<file path="config.mk">
export PLATFORM = sky130hd
export DESIGN_NAME = bp_update_ctrl
export DESIGN_NICKNAME = d
export VERILOG_FILES = /design/src/rtl/bp_update_ctrl.sv
export SDC_FILE = /design/constraint.sdc
export NUM_CORES = 1
export LEC_CHECK = 0
export BUFFER_PORTS_ARGS = -buffer_cell sky130_fd_sc_hd__buf_2
export CAP_MARGIN = 20
export CORE_MARGIN = 10
export CORE_UTILIZATION = 60
export DETAILED_ROUTE_END_ITERATION = 12
export MAX_ROUTING_LAYER = met4
export PLACE_DENSITY = 0.83
export SLEW_MARGIN = 20
export SYNTH_ARGS = -nofsm -noshare
export SYNTH_HDL_FRONTEND = slang
export SYNTH_SLANG_ARGS = --single-unit
</file>
<file path="constraint.sdc">
create_clock -name clk -period 4 [get_ports clk]
set_input_delay 0.8 -clock clk [delete_from_list [all_inputs] [get_ports clk]]
set_output_delay 0.8 -clock clk [all_outputs]
set_load 0.1 [all_outputs]
</file>
<file path="src/rtl/bp_update_ctrl.sv">
// Branch-resolution sequencer: flags mispredicts with a registered fetch redirect,
// queues every accepted resolution for the predictor update port, and counts branches/mispredicts.
module bp_update_ctrl #(
    parameter int DEPTH = 4,
    parameter int AW    = 2
) (
    input  logic        clk,
    input  logic        rst,

    input  logic        res_valid,
    output logic        res_ready,
    input  logic [15:0] res_pc,
    input  logic        res_taken,
    input  logic [15:0] res_target,
    input  logic        res_pred_taken,
    input  logic [15:0] res_pred_target,

    input  logic        upd_hold,
    output logic        upd_en,
    output logic [15:0] upd_pc,
    output logic        upd_taken,
    output logic [15:0] upd_target,

    output logic        redirect_valid,
    output logic [15:0] redirect_pc,

    input  logic        stat_clear,
    output logic [15:0] stat_branches,
    output logic [15:0] stat_mispred
);

    localparam logic [AW:0] FULL_COUNT = (AW + 1)'(DEPTH);
    localparam logic [15:0] STAT_MAX   = 16'hFFFF;

    // FIFO storage; the head is read combinationally so the predictor sees it in the same cycle.
    logic [15:0] pc_mem_q     [DEPTH];
    logic        taken_mem_q  [DEPTH];
    logic [15:0] target_mem_q [DEPTH];

    logic [AW-1:0] wr_ptr_q, wr_ptr_d;
    logic [AW-1:0] rd_ptr_q, rd_ptr_d;
    logic [AW:0]   count_q,  count_d;

    logic          redirect_valid_q, redirect_valid_d;
    logic [15:0]   redirect_pc_q,    redirect_pc_d;

    logic [15:0]   stat_branches_q,  stat_branches_d;
    logic [15:0]   stat_mispred_q,   stat_mispred_d;

    logic          accept;
    logic          drain;
    logic          mispredict;
    logic [15:0]   correct_pc;

    assign res_ready = (count_q != FULL_COUNT);
    assign accept    = res_valid && res_ready;
    assign drain     = (count_q != '0) && !upd_hold;

    // A taken branch with the right direction can still miss on the target.
    assign mispredict = (res_taken != res_pred_taken)
                     || (res_taken && (res_pred_target != res_target));
    assign correct_pc = res_taken ? res_target : (res_pc + 16'd2);

    always_comb begin
        wr_ptr_d = wr_ptr_q;
        rd_ptr_d = rd_ptr_q;
        count_d  = count_q;
        if (accept) begin
            wr_ptr_d = wr_ptr_q + 1'b1;
        end
        if (drain) begin
            rd_ptr_d = rd_ptr_q + 1'b1;
        end
        case ({accept, drain})
            2'b10:   count_d = count_q + 1'b1;
            2'b01:   count_d = count_q - 1'b1;
            default: count_d = count_q;
        endcase
    end

    always_comb begin
        redirect_valid_d = accept && mispredict;
        redirect_pc_d    = redirect_pc_q;
        if (accept && mispredict) begin
            redirect_pc_d = correct_pc;
        end
    end

    // Clear wins over a same-cycle increment; both counters stick at the maximum.
    always_comb begin
        stat_branches_d = stat_branches_q;
        stat_mispred_d  = stat_mispred_q;
        if (stat_clear) begin
            stat_branches_d = '0;
            stat_mispred_d  = '0;
        end else begin
            if (accept && (stat_branches_q != STAT_MAX)) begin
                stat_branches_d = stat_branches_q + 16'd1;
            end
            if (accept && mispredict && (stat_mispred_q != STAT_MAX)) begin
                stat_mispred_d = stat_mispred_q + 16'd1;
            end
        end
    end

    always_ff @(posedge clk) begin
        if (rst) begin
            wr_ptr_q         <= '0;
            rd_ptr_q         <= '0;
            count_q          <= '0;
            redirect_valid_q <= 1'b0;
            redirect_pc_q    <= 16'h0000;
            stat_branches_q  <= 16'h0000;
            stat_mispred_q   <= 16'h0000;
        end else begin
            wr_ptr_q         <= wr_ptr_d;
            rd_ptr_q         <= rd_ptr_d;
            count_q          <= count_d;
            redirect_valid_q <= redirect_valid_d;
            redirect_pc_q    <= redirect_pc_d;
            stat_branches_q  <= stat_branches_d;
            stat_mispred_q   <= stat_mispred_d;
        end
    end

    // Storage needs no reset: entries are only visible while count says they are valid.
    always_ff @(posedge clk) begin
        if (accept) begin
            pc_mem_q[wr_ptr_q]     <= res_pc;
            taken_mem_q[wr_ptr_q]  <= res_taken;
            target_mem_q[wr_ptr_q] <= res_target;
        end
    end

    assign upd_en         = drain;
    assign upd_pc         = pc_mem_q[rd_ptr_q];
    assign upd_taken      = taken_mem_q[rd_ptr_q];
    assign upd_target     = target_mem_q[rd_ptr_q];

    assign redirect_valid = redirect_valid_q;
    assign redirect_pc    = redirect_pc_q;
    assign stat_branches  = stat_branches_q;
    assign stat_mispred   = stat_mispred_q;

endmodule

</file>
## Word level (Yosys, flattened, before mapping)

Memories as Yosys holds them, arrays and structs flattened. A register that Yosys moved wholly into a read port is not among the register bits.
Index checks and enable logic that the tools add are counted.

| storage, ports and cells | value |
|---|---|
| word-level logic and storage cells | 45 |
| register bits | 56 |
| output and inout port bits | 84 |
| memories | 3 |
| memory bits (writable) | 132 |

Memory list:

| name | words | width | read ports | clocked after Yosys merged registers in | write ports | RTL line | text |
|---|---|---|---|---|---|---|---|
| pc_mem_q | 4 | 16 | 1 | 1 | 1 | 36 | `logic [15:0] pc_mem_q [DEPTH];` |
| target_mem_q | 4 | 16 | 1 | 1 | 1 | 38 | `logic [15:0] target_mem_q [DEPTH];` |
| taken_mem_q | 4 | 1 | 1 | 1 | 1 | 37 | `logic taken_mem_q [DEPTH];` |

| operators by class | value |
|---|---|
| mux-type cells | 10 |
| equality and inequality tests | 7 |
| add/sub/neg operators | 7 |
| reductions and logical operators | 11 |

Operators by type and width:

| operator | count |
|---|---|
| $add A16 B1 Y16 const B | 2 |
| $ne A16 B16 Y1 const B | 2 |
| $add A16 B2 Y16 const B | 1 |
| $mux W16 | 1 |
| $ne A16 B16 Y1 | 1 |
| $mux W2 | 6 |
| $logic_and A1 B1 Y1 | 6 |
| $pmux W3 S2 | 1 |
| $add A2 B1 Y2 const B | 2 |
| $add A3 B1 Y3 const B | 1 |
| $ne A3 B3 Y1 const B | 1 |
| $reduce_bool A3 Y1 | 1 |
| $sub A3 B1 Y3 const B | 1 |
| $eq A2 B1 Y1 const B | 1 |
| $eq A2 B2 Y1 const B | 1 |
| $mux W1 | 2 |
| $reduce_bool A2 Y1 | 1 |
| $reduce_or A2 Y1 | 1 |
| $logic_not A1 Y1 | 1 |
| $logic_or A1 B1 Y1 | 1 |
| $ne A1 B1 Y1 | 1 |

## Longest topological paths before layout

| logic depth | value |
|---|---|
| depth after elaboration | 5 |
| gate-level depth with buffers | 9 |
| depth with buffers taken out | 9 |

## Worst setup path before layout

OpenSTA, ideal clock, no wires.

| path | value |
|---|---|
| kind | in2reg |
| from | in upd_hold |
| to | reg count_q[2] |
| cell stages on the path | 7 |
| required time | 3.930 ns |
| path slack | 0.367 ns |
| arrival time | 3.563 ns |
| buffers on the path | 0 |
| cells stage by stage | nor2_1 ha_1 inv_1 fa_1 xor2_1 or3_1 a21oi_1 |

| between the ends | value |
|---|---|
| word-level cells in the longest chain between the ends | 4 |

RTL lines:

| what | RTL line | text |
|---|---|---|
| start, declared | 18 | `input logic upd_hold,` |
| $logic_not A1 Y1 * | 57 | `assign drain = (count_q != '0) && !upd_hold;` |
| $logic_and A1 B1 Y1 * | 57 |  |
| $eq A2 B1 Y1 / $eq A2 B2 Y1 (equally long branches) | 74 | `case ({accept, drain})` |
| $pmux W3 S2 / $reduce_bool A2 Y1 (equally long branches) | - |  |
| end signal, assigned | 118 | `count_q <= count_d;` |
| end, declared | 42 | `logic [AW:0] count_q, count_d;` |

Mark *: on every way between the ends. The rest lies on a longest branch, timed or not.
A chain may end at the register's enable or synchronous reset.

==> impl_metrics.env <==
export IMPL_syn_inst=572
export IMPL_cp_data_arrival_time_ns=2.24
export IMPL_layout_cells_non_filler=905
export IMPL_row_count=42
export IMPL_io_buffers=138
export IMPL_p_sw_uw=2664
export IMPL_netlist_area_um2=8075
export IMPL_path_class="reg -> out"
export IMPL_syn_num_nets=636
export IMPL_seq_area_frac_synth=0.6346
export IMPL_ir_worst_vdd_mv=0.4285
export IMPL_postRouteAntennaNets=0
export IMPL_die_area_um2=18500
export IMPL_grt_pass1_wl_um=31450
export IMPL_r2r_slack_ns=1.54
export IMPL_yosysUniqueCellTypes=60
export IMPL_min_period_ns=3.035
export IMPL_clkLatencyLatePin_ns=0.43
export IMPL_switching_share=0.4132
export IMPL_drv_cap=0
export IMPL_htree_num_levels=4
export IMPL_worstSetupStartpointType="flop"
export IMPL_grt_pass1_vias=5738
export IMPL_worst_slew_pin_slew_ns=0.8234
export IMPL_pre_cts_slack_ns=0.9341
export IMPL_pwr_share_seq=0.374
export IMPL_drive_above_1_share=0.3104
export IMPL_status="finished, final reports clean"
export IMPL_dpl_cell_count=872
export IMPL_nets=779
export IMPL_area_delta_synth_final_pct=18.19
export IMPL_yosysWarnings=0
export IMPL_drc=0
export IMPL_p_clk_frac=0.259
export IMPL_synth_area_leaders="edfxtp_1 49%, dfxtp_1 14%, mux4_2 9.2%"
export IMPL_crit_required_ns=3.20
export IMPL_clock_skew_ns=0.01035
export IMPL_yosysTopAreaCellShare=0.4909
export IMPL_cts_resized_gates=0
export IMPL_power_density_nw_per_um2=675.6
export IMPL_grt_busiest_layer="met2"
export IMPL_crit_fanout=21
export IMPL_die_w_um=136.0
export IMPL_combPwrFrac=0.368
export IMPL_setup_tns_final_ns=0
export IMPL_vias=5490
export IMPL_first_pass_iters=5
export IMPL_clockBufferDepth=2
export IMPL_avgSynthCellArea_um2=14.12
export IMPL_dieHeight_um=136.0
export IMPL_finalSetupViolCount=0
export IMPL_synth_edf_count=132
export IMPL_hold_start="redirect_pc[10]"
export IMPL_regToRegEndpoint="count_q[2]"
export IMPL_gr_total_overflow=0
export IMPL_use_met2=0.3680
export IMPL_leakage_uw=0.003492
export IMPL_rsz0062_at_grt="false"
export IMPL_min_to="redirect_pc[10]"
export IMPL_hpwl_um=14080
export IMPL_start_util=0.6122
export IMPL_gr_usage_all_layers=0.2319
export IMPL_hold_path_class="reg -> reg"
export IMPL_async_reset_ff_frac=0
export IMPL_grt_antenna_before_repair=1
export IMPL_wl_um=20290
export IMPL_reg2reg_depth=9
export IMPL_fmax_mhz=329.5
export IMPL_final_period_utilization=0.7588
export IMPL_core_area_um2=13190
export IMPL_cts_tree="yes"
export IMPL_cts_setup_buffers=0
export IMPL_clk_pin_slew_ns=0.07
export IMPL_r2r_start="count_q[2]"
export IMPL_cts_made_buffers=17
export IMPL_viasPerCell=6.066
export IMPL_gp_congestion=0.8910
export IMPL_wl_per_cell_um=22.42
export IMPL_relSlewSlack=0.4490
export IMPL_synth_top_cell_by_area="edfxtp_1"
export IMPL_grt_max_degree=36
export IMPL_finalPower_uw=6448
export IMPL_cts_root_buf="clkbuf_16"
export IMPL_global_route_usage_met3=0.06125
export IMPL_slew_violations=0
export IMPL_ios=139
export IMPL_holdPathStages=2
export IMPL_cts_hold_buffers=0
export IMPL_p_int_uw=3784
export IMPL_end_kind="primary output"
export IMPL_hold_viol_final=0
export IMPL_drt_iter0_drc=515
export IMPL_clock_sinks=190
export IMPL_use_met1=0.2820
export IMPL_setup_slack_ns=0.9648
export IMPL_synthFlopType="edfxtp_1"
export IMPL_yosys_register_bits=190
-- worst max-delay path by stage --
| stage | startpoint | endpoint | slack (ns) | cells after the start |
|---|---|---|---|---|
| floorplan | upd_hold | count_q[2] | 0.37 | 7 |
| global placement | res_target[14] | redirect_pc[1] | 1.08 | 8 |
| detailed placement | res_target[3] | redirect_pc[7] | 0.93 | 8 |
| CTS | flop | upd_pc[5] | 0.91 | 3 |
| global route | flop | upd_pc[5] | 0.81 | 3 |
| finish | flop | upd_pc[3] | 0.96 | 3 |
-- stage by stage --
stage                       util  instance area [um^2]  hold slack, ns
after floorplan                -                  8075          0.4671
after global placement    0.6790                  8956          0.4445
after detailed placement  0.6790                  8956          0.4592
after CTS                 0.7234                  9542          0.4701
after global routing      0.7236                  9544          0.5071
final                     0.7236                  9544          0.4696
-- cell usage after synthesis (4+ instances only) --
master and number:
a21oi_1 17, and3_1 11, buf_2 6, clkbuf_1 12, dfxtp_1 58, edfxtp_1 132, ha_1 8, inv_1 13
mux2i_1 15, mux4_2 33, nand2_1 30, nand3_1 28, nand4_1 12, nor2_1 50, nor3_1 9, nor4_1 9
o21ai_0 20, o31ai_1 4, o41ai_1 4, or3_1 6, xnor2_1 17, xor2_1 31
-- kinds of logic after synthesis --
| logic type | count (synthesis) | share of synthesized area |
|---|---|---|
| AO/OA/AOI/OAI | 60 | 0.04772 |
| XOR/XNOR | 48 | 0.05206 |
| adder cells (fa/ha/maj) | 9 | 0.01488 |
| buffers and inverters | 37 | 0.02247 |
| flip-flops | 190 | 0.6346 |
| multiplexers | 48 | 0.1106 |
| AND/OR/NAND/NOR | 180 | 0.1176 |
-- final cells by class --
| class | instances | area, um^2 |
|---|---|---|
| multi-input cells | 345 | 2769 |
| fillers | 868 | 3646 |
| clock inverters | 11 | 115.1 |
| clock buffers | 21 | 470.5 |
| repair buffers | 147 | 783.3 |
| flip-flops and latches | 190 | 5126 |
| well taps | 176 | 220.2 |
| diodes | 1 | 2.502 |
| inverters | 14 | 57.56 |
-- critical path: stages (launching register included) --
cell	delay, ns
dfxtp_2	0.66
buf_12	0.27
mux4_2	0.55
buf_2	0.31
-- power groups by stage --
stage / Combinational, uW / Clock, uW / Sequential (uW)
finish: 2370 / 1670 / 2410
global route: 2460 / 1750 / 2430
CTS: 2390 / 1680 / 2410
detailed placement: 2370 / 0 / 2450
global placement: 2340 / 0 / 2430
floorplan: 1880 / 0 / 2520
-- sequential cells by signal (all words and copies together) (netlist names), named ones only --
register        flops
count_q             3
pc_mem_q           64
rd_ptr_q            2
redirect_pc        16
redirect_valid      1
stat_branches      16
stat_mispred       16
taken_mem_q         4
target_mem_q       64
wr_ptr_q            2
-- per-layer routing --
layer  vias to the layer above  wire, um
met3                        33      1858
met4                         0       452
met1                      2704      7900
met5                         -         0
met2                       280     10080
li1                       2473         -
-- placed cells by master, fill, tap and decap left out, drive strengths merged, types with 8 or more instances in the layout --
cell,Yosys,routed
a21oi,18,18
nor4,11,11
mux2i,15,15
ha,8,8
nor2,51,51
dfxtp,58,58
o21ai,21,21
xor2,31,31
nand2,31,31
clkbuf,12,21
and3,11,11
buf,11,147
xnor2,17,17
edfxtp,132,132
nand4,12,12
nor3,10,10
nand3,28,28
inv,14,15
mux4,33,33
(Power assumes the default switching activity.)
